==> src/rtl/bus_mailbox.sv <==
// CPU-bus mailbox: an 8-bit register window over a host-to-CPU FIFO and a
// CPU-to-host FIFO, with sticky error flags and a level interrupt.
module bus_mailbox #(
  parameter int FIFO_BITS = 3
) (
  input  logic       clk,
  input  logic       reset,
  input  logic       bus_clken,
  input  logic       cs,
  input  logic       we,
  input  logic [1:0] rs,
  input  logic [7:0] din,
  output logic [7:0] dout,
  output logic       irq_n,
  input  logic [7:0] h2c_data,
  input  logic       h2c_valid,
  output logic       h2c_ready,
  output logic [7:0] c2h_data,
  output logic       c2h_valid,
  input  logic       c2h_ready
);

  localparam int                   DEPTH    = 2 ** FIFO_BITS;
  localparam logic [FIFO_BITS-1:0] PTR_ONE  = FIFO_BITS'(1);
  localparam logic [FIFO_BITS:0]   CNT_ONE  = (FIFO_BITS + 1)'(1);
  localparam logic [FIFO_BITS:0]   CNT_ZERO = (FIFO_BITS + 1)'(0);
  localparam logic [FIFO_BITS:0]   CNT_FULL = (FIFO_BITS + 1)'(DEPTH);

  localparam logic [1:0] RS_DATA   = 2'd0;
  localparam logic [1:0] RS_STATUS = 2'd1;
  localparam logic [1:0] RS_CTRL   = 2'd2;
  localparam logic [1:0] RS_COUNT  = 2'd3;

  logic [7:0]           h2c_mem_q [DEPTH];
  logic [7:0]           c2h_mem_q [DEPTH];

  logic [FIFO_BITS-1:0] h2c_wptr_q, h2c_wptr_d, h2c_rptr_q, h2c_rptr_d;
  logic [FIFO_BITS-1:0] c2h_wptr_q, c2h_wptr_d, c2h_rptr_q, c2h_rptr_d;
  logic [FIFO_BITS:0]   h2c_cnt_q, h2c_cnt_d, c2h_cnt_q, c2h_cnt_d;
  logic [1:0]           ctrl_q, ctrl_d;
  logic                 ovf_q, ovf_d, unf_q, unf_d;
  logic [7:0]           dout_q, dout_d;
  logic                 irq_n_q, irq_n_d;

  logic bus_rd_s, bus_wr_s;
  logic h2c_empty_s, h2c_full_s, c2h_empty_s, c2h_full_s;
  logic cpu_pop_s, unf_evt_s, host_push_s;
  logic cpu_push_s, ovf_evt_s, host_pop_s;
  logic clr_s, irq_cond_s;
  logic [7:0] status_s;

  assign bus_rd_s    = cs && bus_clken && !we;
  assign bus_wr_s    = cs && bus_clken && we;

  assign h2c_empty_s = (h2c_cnt_q == CNT_ZERO);
  assign h2c_full_s  = (h2c_cnt_q == CNT_FULL);
  assign c2h_empty_s = (c2h_cnt_q == CNT_ZERO);
  assign c2h_full_s  = (c2h_cnt_q == CNT_FULL);

  // Every FIFO decision uses pre-edge state, so a push into a full FIFO is
  // refused even when a pop completes in the same cycle.
  assign cpu_pop_s   = bus_rd_s && (rs == RS_DATA) && !h2c_empty_s;
  assign unf_evt_s   = bus_rd_s && (rs == RS_DATA) && h2c_empty_s;
  assign host_push_s = h2c_valid && !h2c_full_s;
  assign cpu_push_s  = bus_wr_s && (rs == RS_DATA) && !c2h_full_s;
  assign ovf_evt_s   = bus_wr_s && (rs == RS_DATA) && c2h_full_s;
  assign host_pop_s  = c2h_ready && !c2h_empty_s;
  assign clr_s       = bus_wr_s && (rs == RS_CTRL) && din[7];

  assign irq_cond_s  = (ctrl_q[0] && !h2c_empty_s) || (ctrl_q[1] && c2h_empty_s);
  assign status_s    = {irq_cond_s, 3'b000, unf_q, ovf_q, !c2h_full_s, !h2c_empty_s};

  assign h2c_ready   = !h2c_full_s;
  assign c2h_valid   = !c2h_empty_s;
  assign c2h_data    = c2h_mem_q[c2h_rptr_q];
  assign dout        = dout_q;
  assign irq_n       = irq_n_q;

  // FIFO storage writes; contents are not reset, only the pointers are.
  always_ff @(posedge clk) begin
    if (host_push_s) begin
      h2c_mem_q[h2c_wptr_q] <= h2c_data;
    end
    if (cpu_push_s) begin
      c2h_mem_q[c2h_wptr_q] <= din;
    end
  end

  // Pointer and occupancy next-state for both FIFOs.
  always_comb begin
    h2c_wptr_d = h2c_wptr_q;
    h2c_rptr_d = h2c_rptr_q;
    h2c_cnt_d  = h2c_cnt_q;
    c2h_wptr_d = c2h_wptr_q;
    c2h_rptr_d = c2h_rptr_q;
    c2h_cnt_d  = c2h_cnt_q;

    if (host_push_s) begin
      h2c_wptr_d = h2c_wptr_q + PTR_ONE;
    end else begin
      h2c_wptr_d = h2c_wptr_q;
    end
    if (cpu_pop_s) begin
      h2c_rptr_d = h2c_rptr_q + PTR_ONE;
    end else begin
      h2c_rptr_d = h2c_rptr_q;
    end
    case ({host_push_s, cpu_pop_s})
      2'b10:   h2c_cnt_d = h2c_cnt_q + CNT_ONE;
      2'b01:   h2c_cnt_d = h2c_cnt_q - CNT_ONE;
      default: h2c_cnt_d = h2c_cnt_q;
    endcase

    if (cpu_push_s) begin
      c2h_wptr_d = c2h_wptr_q + PTR_ONE;
    end else begin
      c2h_wptr_d = c2h_wptr_q;
    end
    if (host_pop_s) begin
      c2h_rptr_d = c2h_rptr_q + PTR_ONE;
    end else begin
      c2h_rptr_d = c2h_rptr_q;
    end
    case ({cpu_push_s, host_pop_s})
      2'b10:   c2h_cnt_d = c2h_cnt_q + CNT_ONE;
      2'b01:   c2h_cnt_d = c2h_cnt_q - CNT_ONE;
      default: c2h_cnt_d = c2h_cnt_q;
    endcase
  end

  // Register-file next-state: control, sticky flags, read data, interrupt.
  always_comb begin
    ctrl_d  = ctrl_q;
    dout_d  = dout_q;
    irq_n_d = !irq_cond_s;

    if (bus_wr_s && (rs == RS_CTRL)) begin
      ctrl_d = din[1:0];
    end else begin
      ctrl_d = ctrl_q;
    end

    // A fresh event outranks a clear arriving in the same cycle.
    ovf_d = (ovf_q && !clr_s) || ovf_evt_s;
    unf_d = (unf_q && !clr_s) || unf_evt_s;

    if (bus_rd_s) begin
      case (rs)
        RS_DATA:   dout_d = h2c_empty_s ? 8'h00 : h2c_mem_q[h2c_rptr_q];
        RS_STATUS: dout_d = status_s;
        RS_CTRL:   dout_d = {6'b000000, ctrl_q};
        RS_COUNT:  dout_d = 8'(h2c_cnt_q);
        default:   dout_d = 8'h00;
      endcase
    end else begin
      dout_d = dout_q;
    end
  end

  // State registers.
  always_ff @(posedge clk or posedge reset) begin
    if (reset) begin
      h2c_wptr_q <= {FIFO_BITS{1'b0}};
      h2c_rptr_q <= {FIFO_BITS{1'b0}};
      h2c_cnt_q  <= CNT_ZERO;
      c2h_wptr_q <= {FIFO_BITS{1'b0}};
      c2h_rptr_q <= {FIFO_BITS{1'b0}};
      c2h_cnt_q  <= CNT_ZERO;
      ctrl_q     <= 2'b00;
      ovf_q      <= 1'b0;
      unf_q      <= 1'b0;
      dout_q     <= 8'h00;
      irq_n_q    <= 1'b1;
    end else begin
      h2c_wptr_q <= h2c_wptr_d;
      h2c_rptr_q <= h2c_rptr_d;
      h2c_cnt_q  <= h2c_cnt_d;
      c2h_wptr_q <= c2h_wptr_d;
      c2h_rptr_q <= c2h_rptr_d;
      c2h_cnt_q  <= c2h_cnt_d;
      ctrl_q     <= ctrl_d;
      ovf_q      <= ovf_d;
      unf_q      <= unf_d;
      dout_q     <= dout_d;
      irq_n_q    <= irq_n_d;
    end
  end

endmodule

==> config.mk <==
export PLATFORM = sky130hd
export DESIGN_NAME = bus_mailbox
export DESIGN_NICKNAME = d
export VERILOG_FILES = /design/src/rtl/bus_mailbox.sv
export SDC_FILE = /design/constraint.sdc
export NUM_CORES = 1
export LEC_CHECK = 0
export CORE_AREA = 2 2 157 113
export DETAILED_ROUTE_END_ITERATION = 7
export DIE_AREA = 0 0 159 115
export MAX_ROUTING_LAYER = met4
export SLEW_MARGIN = 20
export SYNTH_ARGS = -nofsm -noshare
export SYNTH_HDL_FRONTEND = slang
export SYNTH_SLANG_ARGS = --single-unit
==> constraint.sdc <==
create_clock -name clk -period 4.1 [get_ports clk]
set_clock_uncertainty 0.2 [all_clocks]
set_input_delay 0.82 -clock clk [delete_from_list [all_inputs] [get_ports clk]]
set_output_delay 0.82 -clock clk [all_outputs]
set_load 0.01 [all_outputs]
# Word level (Yosys, flattened, before mapping)
# Memories as Yosys holds them, arrays and structs flattened.
# Cells that the tools add are included.
classes:
  addsub: 8
  eq_ne: 9
  muxes: 8
  n_reduce_logical: 32
ops:
  columns: ["cell", "n"]
  rows:
  - ["$pmux 8 s4", 1]
  - ["$logic_and 1x1->1", 17]
  - ["$pmux 4 s2", 2]
  - ["$add 3x1->3 const B", 4]
  - ["$add 4x1->4 const B", 2]
  - ["$eq 2x2->1 const B", 4]
  - ["$eq 4x4->1 const B", 2]
  - ["$logic_not 4->1", 2]
  - ["$mux 8", 1]
  - ["$sub 4x1->4 const B", 2]
  - ["$logic_not 1->1", 7]
  - ["$eq 2x1->1 const B", 3]
  - ["$mux 1", 4]
  - ["$reduce_bool 2->1", 2]
  - ["$logic_or 1x1->1", 3]
  - ["$logic_not 2->1", 1]
totals:
  regBits: 33
  mem_bits_rw: 128
  inputBits: 25
  output_inout_bits: 19
  elab_cells: 70
  n_memories: 2
memory_table:
  columns: ["memory", "words", "width", "rd", "rd_ports_with_merged_regs", "wr", "line_no", "rtl"]
  rows:
  - ["c2h_mem_q", 8, 8, 1, 0, 1, "35", "logic [7:0] c2h_mem_q [DEPTH];"]
  - ["h2c_mem_q", 8, 8, 1, 0, 1, "34", "logic [7:0] h2c_mem_q [DEPTH];"]

# Depth between registers and ports, before layout
logic_depth:
  word_depth: 7
  ltp_mapped: 11
  depth_no_buf: 11

# Worst setup path before layout
# No wires, ideal clock.
synth_path:
  path_type: "in2reg"
  startpoint: "input port rs[0]"
  endpoint: "register c2h_cnt_q[2]"
  setup_time_ps: 126
  arrival_ps: 2613
  t_required_ps: 3774
  path_slack_ps: 1160
  cell_stages: 10
  n_path_buf: 0
  cell_sequence: "and4b_1 -> nor3b_2 -> inv_1 -> ha_1 -> xor2_1 -> ha_1 -> a21oi_1 -> xor2_1 -> nor2_1 -> xor2_1"
synth_between:
  elab_chain_cells: 5
  word_cells_on_any_way: 7
  cone_classes: "2 x eq/ne; 1 x mux; 4 x reduce/logical"
synth_lines:
  columns: ["item", "line_no", "rtl"]
  rows:
  - ["from (decl)", "11", "input logic [1:0] rs,"]
  - ["$logic_not 2->1 (*)", "65", "assign cpu_push_s = bus_wr_s && (rs == RS_DATA) && !c2h_full_s;"]
  - ["$logic_and 1x1->1 (*) (2 in a row)", "65", null]
  - ["$eq 2x1->1 or $eq 2x2->1 (tied branches)", "124", "case ({cpu_push_s, host_pop_s})"]
  - ["$pmux 4 s2 or $reduce_bool 2->1 (tied branches)", null, null]
  - ["to (signal assigned)", "180", "c2h_cnt_q <= c2h_cnt_d;"]
  - ["to (decl)", "39", "logic [FIFO_BITS:0] h2c_cnt_q, h2c_cnt_d, c2h_cnt_q, c2h_cnt_d;"]
# Every way passes the cells marked *; elsewhere a longest branch is shown, timed or not.
# A chain may end at the register's enable or synchronous reset.

# Worst setup path after layout
layout_path:
  startpoint: "register c2h_rptr_q[1]"
  endpoint: "output port c2h_data[1]"
layout_between:
  elab_chain_cells: 1
layout_lines:
  columns: ["item", "line_no", "rtl"]
  rows:
  - ["from (decl)", "38", "logic [FIFO_BITS-1:0] c2h_wptr_q, c2h_wptr_d, c2h_rptr_q, c2h_rptr_d;"]
  - ["from (signal assigned)", "167", "c2h_rptr_q <= {FIFO_BITS{1'b0}};"]
  - ["from (signal assigned)", "179", "c2h_rptr_q <= c2h_rptr_d;"]
  - ["$mem_v2 8x8", null, null]
  - ["to (decl)", "18", "output logic [7:0] c2h_data,"]
# No other way between the ends.

==> results.ini <==
[worst_setup_path]
end_kind=output port
ff2ff_path_depth=10
crit_path_end=c2h_data[1]
cp_cell_sequence=mux4_2 -> mux2_2 -> clkdlybuf4s50_1
r2r_slack_ns=1.27
startpoint=c2h_rptr_q[1]$_DFFE_PP0P_
worstPathMaxFanout=18
slowest_stage=dfrtp_1
worst-setup-path-type=reg2out
cp.arrival_ns=2.51
rr_startpoint=h2c_cnt_q[2]$_DFFE_PP0P_
worstSetupStartpointType=flip-flop
r2r-end=h2c_cnt_q[2]$_DFFE_PP0P_
slowest_delay_ns=0.89
worstPathRequired_ns=3.08

[timing]
hold_violations=0
rsz0062_at_grt=no
slew_headroom=0.3618
finalCriticalPeriod_ns=3.529
whs_ns=0.2903
tns_ns=0
clock.fmax_mhz=283.4
slew_violations=0
setup_viol=0
worstMarginPinSlew_ns=0.9537
finalWorstSetupSlack_ns=0.5712
finalCritPeriodShare=0.8607

[cts]
clk_pin_slew_worst_paths_ns=0.06
root_buffer=clkbuf_16
ctsHoldBuffers=0
cts_resized=0
htree_num_levels=4
cts_setup_buffers=0
clock-sinks=161
clock_latency_ns=0.42
cts_tree=done
cts_buffer_depth=2
cts_made_buffers=17

[power]
leakage_nw=2.788
power.density_nw_per_um2=646.9
peakVddDrop_mv=0.2694

[floorplanning]
initial_utilization=0.3948
core_um2=16820
dieHeight_um=115
die_area_um2=18290
rows=40
ioPinCount=44
die_x_um=159

[drt]
drt_wl_total_um=12880
drt-pass1-iter-count=4
wl_per_cell_um=19.08
antenna_left=0
vias=3408
viasPerCell=5.049
drtIter0Drc=200
drc=0

[final_layout]
nets=466
nFillCells=1421
regArea_um2=4671
multi_input_area_um2=1861
layout.cells.non_filler=675
insertedDiodeCount=0
drive_gt1_frac=0.2297
areaGrowthSynthToFinish_pct=21.01

[placed_design]
place.gp.congestion=0.7795
port_buffers=43
place_inst=643
dp.final_hpwl_um=8598
dpl_worst_slack_ns=0.5268

[synth]
dominantRegCellSynth=edfxtp_1
yosys.area.top_type=edfxtp_1
yosys_warnings=0
syn_area_um2=6639
synthCells=366
synth_area_per_cell_um2=18.14
post-synth-top-count-cell=edfxtp_1
synth.area.top_cells=edfxtp_1 (58%), dfrtp_1 (12%), mux4_2 (8.8%)
synth_edf_count=128
seq_area_frac_synth=0.7035
ys_types=45
synth_commonest_cells=edfxtp_1 (128), dfrtp_1 (32), mux4_2 (26)
yosysTopAreaCellShare=0.5790
ys_ff_latch=161
ys_async_sr_fraction=0.2050
synth_nets=401

[grt]
grt_pass1_vias=3532
overflow=0
grt_max_degree=34
track_usage=0.1569
grt_pass1_wl_um=20290
antenna_found_initial=0

[min_path]
min_path_type=reg2reg
hold_path_depth=1

[status]
status=finished clean

[flow_run]
drv_cap=0

==> through the flow <==
step	util	power, mW	instance area (um2)
floorplan	-	3.151	6639
detailed placement	0.4410	3.631	7416
CTS	0.4778	5.265	8034
finish	0.4778	5.197	8034
global route	0.4778	5.473	8034
global placement	0.4410	3.599	7416
==> layer usage <==
metal / global-route usage / vias to the layer above / wire length (um)
met3: 0.04221 / 9 / 586
met4: 0.05273 / 0 / 118
li1: - / 1574 / -
met5: - / - / 0
met2: 0.2301 / 65 / 5971
met1: 0.2137 / 1760 / 6200
==> critical path: cells and delay by family, from the launching register on <==
family,cells,cell delay (ns)
buffers and inverters,1,0.48
flip-flops,1,0.89
multiplexers,2,0.70
==> registers in the layout (all words and copies together), names as in the netlist <==
signal,flops
h2c_wptr_q,3
ovf_q,1
unf_q,1
h2c_mem_q,64
c2h_cnt_q,4
c2h_rptr_q,3
h2c_rptr_q,3
ctrl_q,2
h2c_cnt_q,4
c2h_wptr_q,3
irq_n,1
dout,8
c2h_mem_q,64
==> worst min path at each step <==
stage	start	to	slack, ns
floorplan	ctrl_q[0]$_DFFE_PP0N_	irq_n$_DFF_PP1_	0.21
global placement	ctrl_q[0]$_DFFE_PP0N_	irq_n$_DFF_PP1_	0.28
detailed placement	ctrl_q[0]$_DFFE_PP0N_	irq_n$_DFF_PP1_	0.28
CTS	ctrl_q[0]$_DFFE_PP0N_	irq_n$_DFF_PP1_	0.28
global route	ctrl_q[0]$_DFFE_PP0N_	irq_n$_DFF_PP1_	0.29
finish	ctrl_q[0]$_DFFE_PP0N_	irq_n$_DFF_PP1_	0.29
==> cell usage in the layout, fill, tap and decap left out, types with 3 or more instances in the layout <==
cell / count
nand2b_1: 7
mux4_1: 4
clkinvlp_4: 5
edfxtp_1: 128
nand3b_1: 3
nand3_1: 4
bufinv_16: 4
clkdlybuf4s50_1: 43
a21oi_1: 5
nand2_1: 18
buf_4: 20
nor3_1: 6
nor2_1: 17
inv_1: 3
clkbuf_16: 17
o21ai_0: 7
a22oi_1: 3
ha_1: 10
mux4_2: 26
mux2i_1: 15
xnor2_1: 7
mux2_2: 17
xor2_1: 10
dfrtp_1: 32
==> kinds of logic after synthesis <==
logic type	count (synthesis)	share of synthesized area
flip-flops	161	0.7035
buffers and inverters	21	0.01621
multiplexers	63	0.1577
AO/OA/AOI/OAI	23	0.02412
XOR/XNOR	17	0.02243
adder cells (fa/ha/maj)	10	0.01885
AND/OR/NAND/NOR	71	0.05710
==> where the power goes <==
group | leakage, nW | internal, mW | switching [mW]
clock network | 0.286 | 1.02 | 0.604
logic | 0.942 | 0.757 | 0.531
registers | 1.56 | 2.00 | 0.290
total | 2.79 | 3.77 | 1.43
==> cell type report <==
class | count | area share
Inverter | 4 | 0.001869
Clock inverter | 14 | 0.02352
Multi-Input combinational cell | 184 | 0.2316
Tap cell | 231 | 0.03598
Sequential cell | 161 | 0.5814
Clock buffer | 18 | 0.05342
Timing Repair Buffer | 63 | 0.07226
(Power assumes the default switching activity.)
